==> config.mk <==
export PLATFORM = sky130hd
export DESIGN_NAME = sound_dma
export DESIGN_NICKNAME = d
export VERILOG_FILES = /design/src/rtl/sound_dma.sv
export SDC_FILE = /design/constraint.sdc
export NUM_CORES = 1
export LEC_CHECK = 0
export BUFFER_PORTS_ARGS = -buffer_cell sky130_fd_sc_hd__buf_2
export CORE_ASPECT_RATIO = 2
export CORE_UTILIZATION = 55
export DETAILED_ROUTE_END_ITERATION = 10
export GPL_TIMING_DRIVEN = 0
export PLACE_DENSITY_LB_ADDON = 0.2
export SLEW_MARGIN = 15
export SYNTH_ARGS = -nofsm -noshare
export SYNTH_HDL_FRONTEND = slang
export SYNTH_SLANG_ARGS = --single-unit
==> constraint.sdc <==
create_clock -name clk -period 8.2 [get_ports clk]
set_input_delay 1.23 -clock clk [delete_from_list [all_inputs] [get_ports clk]]
set_output_delay 1.23 -clock clk [all_outputs]
set_load 0.01 [all_outputs]
==> src/rtl/sound_dma.sv <==
`default_nettype none
// ============================================================================
// Module   : sound_dma
// Summary  : Word-fetching DMA that streams memory bytes into a sound block,
//            with a four-register CPU slave and a level interrupt.
// Revision : 1.0 - initial release
// ============================================================================
module sound_dma #(
  parameter logic [1:0] STATUS_ADDR  = 2'd2,
  parameter int         BUFFER_DEPTH = 1024
) (
  input  logic        clk,
  input  logic        reset,
  // CPU slave
  input  logic        read,
  input  logic        write,
  input  logic [1:0]  address,
  input  logic [31:0] dataIn,
  output logic        readValid,
  output logic [31:0] dataOut,
  // memory read master
  output logic        memRead,
  output logic [31:0] memAddress,
  input  logic        memReadValid,
  input  logic [31:0] memDataIn,
  // sound-block master
  output logic        sndRead,
  output logic        sndWrite,
  output logic [1:0]  sndAddress,
  output logic [31:0] sndDataOut,
  input  logic        sndReadValid,
  input  logic [31:0] sndDataIn,
  output logic        dmaIrq
);

  localparam logic [31:0] c_depth = 32'(BUFFER_DEPTH);

  typedef enum logic [2:0] {
    IDLE   = 3'd0,
    FETCH  = 3'd1,
    FWAIT  = 3'd2,
    POLL   = 3'd3,
    PWAIT  = 3'd4,
    PUSH   = 3'd5,
    FINISH = 3'd6
  } state_t;

  state_t      r_state;
  state_t      w_next;

  logic        r_rd;
  logic        r_wr;
  logic [1:0]  r_addr;
  logic [31:0] r_din;

  logic [31:0] r_srcAddress;
  logic [15:0] r_lengthWords;
  logic [15:0] r_remaining;
  logic [31:0] r_curAddr;
  logic [31:0] r_word;
  logic [1:0]  r_byteIdx;
  logic        r_ire;
  logic        r_busy;
  logic        r_done;
  logic        r_abortPend;

  logic        w_ctrlWr;
  logic        w_start;
  logic        w_abortWr;
  logic        w_abortNow;
  logic        w_lastByte;
  logic        w_hasRoom;
  logic        w_abortExit;
  logic [7:0]  w_byte;
  logic [31:0] w_rdData;
  logic        w_unusedSnd;

  assign w_ctrlWr    = r_wr && (r_addr == 2'd2);
  assign w_start     = w_ctrlWr && r_din[0];
  assign w_abortWr   = w_ctrlWr && r_din[2];
  assign w_abortNow  = r_abortPend || w_abortWr;
  assign w_lastByte  = (r_byteIdx == 2'd3);
  assign w_byte      = r_word[{r_byteIdx, 3'b000} +: 8];
  // Room check is done as an add so a word count above the depth cannot wrap.
  assign w_hasRoom   = (({22'd0, sndDataIn[9:0]} + 32'd4) <= c_depth);
  assign w_abortExit = (r_state != IDLE) && (r_state != FINISH) && (w_next == IDLE);
  assign w_unusedSnd = ^sndDataIn[31:10];
  assign dmaIrq      = r_done & r_ire;

  // CPU slave: capture the request, decode one cycle later
  always_ff @(posedge clk or posedge reset) begin
    if (reset) begin
      r_rd      <= 1'b0;
      r_wr      <= 1'b0;
      r_addr    <= 2'd0;
      r_din     <= 32'd0;
      readValid <= 1'b0;
      dataOut   <= 32'd0;
    end else begin
      r_rd      <= read;
      r_wr      <= write;
      r_addr    <= address;
      r_din     <= dataIn;
      readValid <= r_rd;
      if (r_rd) begin
        dataOut <= w_rdData;
      end
    end
  end

  always_comb begin
    w_rdData = 32'd0;
    case (r_addr)
      2'd0:    w_rdData = r_srcAddress;
      2'd1:    w_rdData = {16'd0, r_lengthWords};
      2'd2:    w_rdData = {22'd0, r_done, r_busy, 6'd0, r_ire, 1'b0};
      default: w_rdData = {16'd0, r_remaining};
    endcase
  end

  always_ff @(posedge clk or posedge reset) begin
    if (reset) begin
      r_state <= IDLE;
    end else begin
      r_state <= w_next;
    end
  end

  always_comb begin
    w_next     = r_state;
    memRead    = 1'b0;
    memAddress = 32'd0;
    sndRead    = 1'b0;
    sndWrite   = 1'b0;
    sndAddress = 2'd0;
    sndDataOut = 32'd0;
    case (r_state)
      IDLE: begin
        if (w_start) begin
          w_next = (r_lengthWords == 16'd0) ? FINISH : FETCH;
        end
      end
      FETCH: begin
        if (w_abortNow) begin
          w_next = IDLE;
        end else begin
          memRead    = 1'b1;
          memAddress = r_curAddr;
          w_next     = FWAIT;
        end
      end
      FWAIT: begin
        if (memReadValid) begin
          w_next = POLL;
        end
      end
      POLL: begin
        if (w_abortNow) begin
          w_next = IDLE;
        end else begin
          sndRead    = 1'b1;
          sndAddress = STATUS_ADDR;
          w_next     = PWAIT;
        end
      end
      PWAIT: begin
        if (sndReadValid) begin
          w_next = w_hasRoom ? PUSH : POLL;
        end
      end
      PUSH: begin
        sndWrite   = 1'b1;
        sndDataOut = {24'd0, w_byte};
        // A whole word always goes out before an abort is taken.
        if (w_lastByte) begin
          if (w_abortNow) begin
            w_next = IDLE;
          end else if (r_remaining == 16'd1) begin
            w_next = FINISH;
          end else begin
            w_next = FETCH;
          end
        end
      end
      FINISH: begin
        w_next = IDLE;
      end
      default: begin
        w_next = IDLE;
      end
    endcase
  end

  always_ff @(posedge clk or posedge reset) begin
    if (reset) begin
      r_srcAddress  <= 32'd0;
      r_lengthWords <= 16'd0;
      r_remaining   <= 16'd0;
      r_curAddr     <= 32'd0;
      r_word        <= 32'd0;
      r_byteIdx     <= 2'd0;
      r_ire         <= 1'b0;
      r_busy        <= 1'b0;
      r_done        <= 1'b0;
      r_abortPend   <= 1'b0;
    end else begin
      if (r_wr && (r_addr == 2'd0) && !r_busy) begin
        r_srcAddress <= {r_din[31:2], 2'b00};
      end
      if (r_wr && (r_addr == 2'd1) && !r_busy) begin
        r_lengthWords <= r_din[15:0];
      end
      if (w_ctrlWr) begin
        r_ire <= r_din[1];
        if (r_din[9]) begin
          r_done <= 1'b0;
        end
      end

      if ((r_state == IDLE) && w_start) begin
        r_curAddr   <= r_srcAddress;
        r_remaining <= r_lengthWords;
        r_done      <= 1'b0;
        r_busy      <= 1'b1;
      end

      if ((r_state == FWAIT) && memReadValid) begin
        r_word <= memDataIn;
      end

      if (r_state == PUSH) begin
        r_byteIdx <= r_byteIdx + 2'd1;
        if (w_lastByte) begin
          r_remaining <= r_remaining - 16'd1;
          r_curAddr   <= r_curAddr + 32'd4;
        end
      end else begin
        r_byteIdx <= 2'd0;
      end

      // Placed after the clear so completion wins a same-cycle done clear.
      if (r_state == FINISH) begin
        r_done <= 1'b1;
        r_busy <= 1'b0;
      end
      if (w_abortExit) begin
        r_busy <= 1'b0;
      end

      if ((r_state == IDLE) || (w_next == IDLE)) begin
        r_abortPend <= 1'b0;
      end else if (w_abortWr) begin
        r_abortPend <= 1'b1;
      end
    end
  end

endmodule
`default_nettype wire

Yosys cells after proc, flatten, opt, wreduce, memory -nomap -nowiden. Index checks and enable logic that the tools add are counted.

Reduce and logical (&&, ||, !) cells: 24. Shift operators: 1. Bitwise logic cells: 1. Equal/unequal tests: 11. $add $sub $neg: 4. Multiplexer cells: 37. $lt $le $gt $ge: 1.

Operator list (count): two-way mux 32 bit (5); one-hot mux 32 bit (3 select lines) (1); two-way mux 16 bit (3); adder 32 x 3 -> 32 bit (second input constant) (1); indexed part select 32 x 6 -> 8 bit (1); two-way mux 3 bit (9); one-hot mux 3 bit (6 select lines) (1); equality test 16 x 1 -> 1 bit (second input constant) (1); zero test 16 bit (1); subtractor 16 x 1 -> 16 bit (second input constant) (1); two-way mux 1 bit (13); nonzero test 3 bit (4); adder 10 x 3 -> 11 bit (second input constant) (1); less-or-equal comparator 11 bit (second input constant) (1); logical AND 1 bit (11); equality test 3 bit (second input constant) (3); two-way mux 2 bit (4); two-way mux 8 bit (1); equality test 3 x 2 -> 1 bit (second input constant) (2); zero test 3 bit (2); equality test 2 bit (second input constant) (2); equality test 3 x 1 -> 1 bit (second input constant) (1); inequality test 3 bit (second input constant) (1); adder 2 x 1 -> 2 bit (second input constant) (1); other kinds (7) (8).

Input bits: 104. Logic and storage cells: 96. Bits in registers: 204. Output and inout bits: 103.

Logic depth before layout (Yosys ltp). Gate-level depths: netlist of the first run.

Depth after elaboration: 10. Depth in mapped cells: 7. Gate-level depth less buffers: 7.

Worst setup path after synthesis of the first run. No wires, ideal clock.

Kind: register -> output. From: register r_byteIdx[0]. To: output port sndDataOut[0]. Cell stages (with the launch flop): 4. Arrival: 1.545 ns. Slack: 5.425 ns. Path buffers: 1. Path through: dfrtp_1 > clkbuf_1 > mux4_2 > and3_1.

Word-level cells in the longest chain between the ends: 2.

Ends and longest elaborated chain: start, declared (RTL line 61) `logic [1:0] r_byteIdx;`; start signal, assigned (RTL line 232) `r_byteIdx <= r_byteIdx + 2'd1;`; indexed part select 32 x 6 -> 8 bit (RTL line 83) `assign w_byte = r_word[{r_byteIdx, 3'b000} +: 8];`; two-way mux 8 bit (RTL line 137) `case (r_state)`; end, declared (RTL line 30) `output logic [31:0] sndDataOut,`.

No other way between the ends.

Worst setup path after layout of the first run.
From: register r_din[2]. To: output port memAddress[13].

Word-level cells in the longest chain between the ends: 4.

Ends and longest elaborated chain: start, declared (RTL line 54) `logic [31:0] r_din;`; start signal, assigned (RTL line 103) `r_din <= dataIn;`; logical AND 1 bit (RTL line 80) `assign w_abortWr = w_ctrlWr && r_din[2];`; logical OR 1 bit (RTL line 81) `assign w_abortNow = r_abortPend || w_abortWr;`; two-way mux 32 bit (RTL line 144) `if (w_abortNow) begin`; two-way mux 32 bit (RTL line 137); end, declared (RTL line 23) `output logic [31:0] memAddress,`.

No other way between the ends.

==> impl_results.md, run 1 <==
* Height of the chip at 187 µm
* Largest family of logic cells by synthesized area: simple AND/OR/NAND/NOR gates
* Leak Pwr at 5.19 nW
* Share of layout cells above drive strength 1 at 0.302
* Buf/Inv on CP at 2
* Post-CTS Setup Bufs at 0
* CTS root buf: clkbuf_16
* Chip width at 94.5 µm
* Placed cells at 1234
* Outcome: completed
* Xor and xnor fraction of the mapped netlist area at 0.00186
* Final ANT Viol Nets at 0
* FMAX at 250 MHz
* DRT Pass-1 Iters at 7
* Pwr dens at 324 nW/µm²
* Core Util, Final at 0.666
* CP Capture Type: output port
* Initial drt markers at 478
* TritonCTS clock tree: yes
* Asr flop ratio synth at 1.00
* Fillers at 1417
* Clock buffer depth at 3
* Clock Latency Late Sink at 0.50 ns
* Synth Area in Adders at 0.00531
* Nets at 1156
* Via count at 7453
* GRT Util Overall at 0.313
* RePlAce Congestion at 1.00
* H-tree depth at 1
* # rows at 67
* Predominant post-synthesis flop cell: dfrtp_1
* Crit-path max FO at 10
* Min-Delay Path Depth at 0
* Die area at 17700 µm²
* FF-to-FF path depth at 5
* FF+latch area at 5100 µm²
* Max incr delay on CP at 0.91 ns
* Ant diodes at 0
* Reg2Reg Setup Slack at 5.69 ns
* Final setup TNS at 0 ns
* Final worst-path cycle share at 0.488
* Max-Cap Viols at 0
* Sequential-to-total area share from yosys stat at 0.542
* Core area at 16800 µm²
* DR WL/cell at 21.1 µm
* Compound-Gate Fraction of Synth Area at 0.106
* Post_cts resized at 0
* Crit path arrival time at 2.77 ns
* Detailed Route WL at 26700 µm
* Most common cell after layout, fill and taps aside: dfrtp_1
* P&R area growth vs syn at 18.7%
* WP depth at 5
* Crit-path cells: and4b_1 -> nor4b_2 -> clkbuf_1 -> and2_1 -> buf_2
* I/O pin cnt at 207
* Distinct cells, synth at 67
* Seq cells post-synth at 204
* Startpoint Class: flip-flop
* Post-Synthesis Cells at 843
* Largest net degree at the start of global routing at 108
* Final Cell Area at 11200 µm²
* Worst EP required at 6.97 ns
* Post-synthesis cell area at 9420 µm²
* Area of the multi-input gates at 3900 µm²
* Placed wire-length estimate at 19700 µm
* Maximum VDD drop at 0.210 mV
* Final global-route overflow total at 0
* Vias in the first global route at 7699
* RSZ-0062 raised after global routing: no
* Slowest cell on crit path: nor4b_2
* Port bufs at 159
* Clock sinks at 204
* Avg Synthesized Cell Area at 11.2 µm²
* Pin slew with the least headroom to its limit at 1.19 ns
* Starting Density at 0.562
* Max transition margin at 0.205
* Initial antenna violation count at 0
* Top delay family on crit path: simple AND/OR/NAND/NOR gates
* PnR Total Power at 3.62 mW
* Synthesized-area fraction occupied by and/or/nand/nor cells at 0.155
* First-pass GRT wire length at 41000 µm
* Worst hold path class: flip-flop to flip-flop
* Number of buffers created by CTS at 19
* Placed Area at 10600 µm²
* Hold Fails Final Rpt at 0
* Worst setup path class: flip-flop to output port
* Via density at 5.89
* Warning count from the yosys run at 0
* Min Tclk post-route at 4.00 ns
* Non-Filler Instances at 1266
* Remaining DRCs at 0
* Multiplexer area fraction after synthesis at 0.137
* Clk slew on worst S/H paths at 0.06 ns
* Max-slew violation count at 0
* Final setup fails at 0
* Most frequent cells in the layout: 204 x dfrtp_1, 174 x buf_2, 73 x nor2_1
* # hold bufs at CTS at 0
* Skew final at 0.0177 ns
* Post-synth EDFFs at 0
-- kinds of logic after synthesis --
group	after synthesis
buffers and inverters	103
multiplexers	106
other	1
flip-flops	204
XOR/XNOR	2
AND/OR/NAND/NOR	271
AO/OA/AOI/OAI	152
adder cells (fa/ha/maj)	4
-- worst register-to-register path: cells and delay by family (launching register included) --
family | cells | cell delay, ns
DFF | 1 | 0.35
buffers and inverters | 2 | 0.84
and+or+nand+nor | 2 | 1.13
AOI/OAI and AO/OA | 1 | 0.11
-- power by group --
group          internal [mW]  leakage [nW]  switching (mW)
Combinational          0.507          2.45           0.514
Clock                  0.465         0.288           0.378
Sequential              1.37          2.45           0.385
Total                   2.34          5.19            1.28
-- area by class of cell --
type | instances | share of cell area
Timing Repair Buffer | 160 | 0.0737
Multi-Input combinational cell | 560 | 0.349
Clock buffer | 27 | 0.0488
Sequential cell | 204 | 0.457
Tap cell | 207 | 0.0232
Buffer | 76 | 0.0359
Inverter | 27 | 0.00974
Clock inverter | 5 | 0.00291
-- final timing paths --
| check | from | to |
|---|---|---|
| worst max-delay path | r_din[2]$_DFF_PP0_ | memAddress[13] |
| worst min-delay path | r_rd$_DFF_PP0_ | readValid$_DFF_PP0_ |
| worst max register to register | r_rd$_DFF_PP0_ | dataOut[23]$_DFFE_PP0P_ |
| worst min register to register | r_rd$_DFF_PP0_ | readValid$_DFF_PP0_ |
| max in group asynchronous | reset | r_lengthWords[0]$_DFFE_PP0P_ |
| min in group asynchronous | reset | r_din[12]$_DFF_PP0_ |
-- routing by layer --
metal  track usage  routed length (µm)  up-vias
met2         0.582               14800      326
li1              -                   -     3380
met1         0.306                8700     3655
met4         0.193                1720        0
met3        0.0565                1530       92
met5             0                   0        -
-- synthesized netlist by cell type (9+ instances only) --
master	n	area (µm²)
mux2i_1	14	140
o221a_2	9	101
mux2_1	22	248
and3_1	18	113
mux4_2	10	225
buf_2	15	75.1
nand4_1	14	87.6
nand2_1	49	184
nand3_1	14	70.1
nor4_1	15	93.8
a21oi_1	52	260
clkbuf_1	31	116
buf_4	26	195
a311oi_1	9	78.8
a211oi_1	17	128
and2_1	43	269
mux2_2	60	676
inv_1	27	101
nor3_1	14	70.1
dfrtp_1	204	5100
nor2_1	73	274
o21ai_0	27	135
-- registers in the layout, indices dropped and copies added (netlist names), 2 cells and up --
signal,count
dataOut,32
r_curAddr,32
r_din,32
r_word,32
r_srcAddress,30
r_lengthWords,16
r_remaining,16
r_state,3
r_addr,2
r_byteIdx,2
-- per-stage QoR --
step / setup WS, ns / hold WS, ns
5_1_grt: 4.02 / 0.395
3_3_place_gp: -0.742 / 0.356
6_report: 4.20 / 0.385
4_1_cts: 4.12 / 0.386
3_5_place_dp: 4.64 / 0.372
2_1_floorplan: 1.40 / 0.352
No activity file was read; power rests on OpenSTA's default activity.
==> inputs of run 2 (changes only) <==
--- a/config.mk
+++ b/config.mk
@@ -7,7 +7,7 @@
 export LEC_CHECK = 0
 export BUFFER_PORTS_ARGS = -buffer_cell sky130_fd_sc_hd__buf_2
 export CORE_ASPECT_RATIO = 2
-export CORE_UTILIZATION = 55
+export CORE_UTILIZATION = 49
 export DETAILED_ROUTE_END_ITERATION = 10
 export GPL_TIMING_DRIVEN = 0
 export PLACE_DENSITY_LB_ADDON = 0.2
==> constraint.sdc (replaced) <==
create_clock -name clk -period 3.4 [get_ports clk]
set_input_delay 0.51 -clock clk [delete_from_list [all_inputs] [get_ports clk]]
set_output_delay 0.51 -clock clk [all_outputs]
set_load 0.01 [all_outputs]
==> impl_results.md, run 2 (same netlist as run 1, synthesis figures left out) <==
* Skew final at 0.0122 ns
* Remaining DRCs at 0
* H-tree depth at 1
* Number of buffers created by CTS at 19
* Most frequent cells in the layout: 204 x dfrtp_1, 174 x buf_2, 73 x nor2_1
* Starting Density at 0.500
* Max-slew violation count at 0
* Via density at 5.69
* Startpoint Class: flip-flop
* Initial antenna violation count at 0
* Die area at 19800 µm²
* First-pass GRT wire length at 42100 µm
* Clk slew on worst S/H paths at 0.07 ns
* RSZ-0062 raised after global routing: no
* DRT Pass-1 Iters at 7
* Final worst-path cycle share at 0.919
* Core area at 18800 µm²
* Max-Cap Viols at 0
* Crit-path cells: buf_2 -> inv_1 -> nor4b_4 -> clkbuf_1 -> and2_1 -> buf_2
* FMAX at 320 MHz
* Placed Area at 10800 µm²
* Top sig layer: met4
* Maximum VDD drop at 0.584 mV
* GRT Util Overall at 0.287
* RePlAce Congestion at 0.939
* PnR Total Power at 9.04 mW
* Worst hold path class: input pin to asynchronous set/reset pin
* Final ANT Viol Nets at 0
* P&R area growth vs syn at 21.5%
* Outcome: completed
* Final Cell Area at 11400 µm²
* Most used cell, CP: buf_2
* Vias in the first global route at 7662
* Via count at 7506
* Met2 WL at 15100 µm
* CP Capture Type: output port
* TritonCTS clock tree: yes
* Max incr delay on CP at 0.71 ns
* Worst EP required at 2.89 ns
* Pin slew with the least headroom to its limit at 1.22 ns
* CTS root buf: clkbuf_16
* Crit path arrival time at 2.61 ns
* Share of layout cells above drive strength 1 at 0.307
* Final setup fails at 0
* WL met3 at 1480 µm
* Max transition margin at 0.187
* Height of the chip at 198 µm
* Largest net degree at the start of global routing at 38
* Crit-path max FO at 10
* Leak Pwr at 5.27 nW
* Clock Latency Late Sink at 0.50 ns
* Slowest cell on crit path: nor4b_4
* Ant diodes at 0
* Most common cell after layout, fill and taps aside: dfrtp_1
* Placed wire-length estimate at 20600 µm
* Nets at 1161
* Chip width at 100 µm
* Port bufs at 159
* Detailed Route WL at 27400 µm
* DRT met1 WL at 8910 µm
* Clock buffer depth at 3
* Clock sinks at 204
* Pwr dens at 790 nW/µm²
* Worst setup path class: flip-flop to output port
* Hold Fails Final Rpt at 0
* DR WL/cell at 20.8 µm
* Final global-route overflow total at 0
* I/O pin cnt at 207
* # rows at 71
* Initial drt markers at 397
* Min Tclk post-route at 3.12 ns
## run 2: critical path, delay by kind of cell, from the launching register on
kind	cells	cell delay, ns
flops	1	0.32
buf+inv	4	0.88
simple gates	2	0.91
## run 2: what timing repair did
action	in CTS	in global routing
resized for setup	1	0
endpoints found under the setup margin	20	0
buffers inserted	0	0
hold buffers	0	0
## run 2: final cells by class
| class | instances | area (µm²) |
|---|---|---|
| fillers | 1657 | 7400 |
| flip-flops and latches | 204 | 5100 |
| multi-input cells | 560 | 3910 |
| repair buffers | 165 | 923 |
| clock buffers | 24 | 514 |
| plain buffers | 76 | 402 |
| well taps | 255 | 319 |
| clock inverters | 9 | 161 |
| inverters | 27 | 105 |
## run 2: metrics by stage
step	worst slack, ns	hold slack [ns]	utilization	setup TNS, ns	instances
5_1_grt	0.128	0.105	0.607	0	1320
6_report	0.276	0.112	0.607	0	1320
4_1_cts	0.275	0.103	0.607	0	1320
3_3_place_gp	-0.974	0.354	0.564	-193.47	1281
2_1_floorplan	0.246	0.352	-	0	867
3_5_place_dp	0.482	0.376	0.571	0	1287
## run 2: metal layers
layer,GRT usage,vias to the layer above
li1,-,3396
met1,0.280,3631
met2,0.543,354
met3,0.0381,125
met4,0.198,0
met5,0,-
## run 2: where the power goes
group	switching [mW]	internal (mW)	total, mW
logic	1.24	1.24	2.48
registers	0.910	3.31	4.22
clock network	0.950	1.39	2.34
## run 2: path summary, 6_finish.rpt
| path | start | endpoint | slack, ns | cells after the start |
|---|---|---|---|---|
| setup reg to reg | r_addr[0]$_DFF_PP0_ | r_remaining[7]$_DFF_PP0_ | 0.76 | 7 |
| hold / removal | reset | r_din[15]$_DFF_PP0_ | 0.11 | 2 |
| setup / recovery | r_state[0]$_DFF_PP0_ | memAddress[11] | 0.28 | 6 |
| min in group clk | write | r_wr$_DFF_PP0_ | 0.11 | 1 |
| max in group asynchronous | reset | r_din[25]$_DFF_PP0_ | 2.23 | 5 |
| hold reg to reg | r_rd$_DFF_PP0_ | readValid$_DFF_PP0_ | 0.39 | 0 |
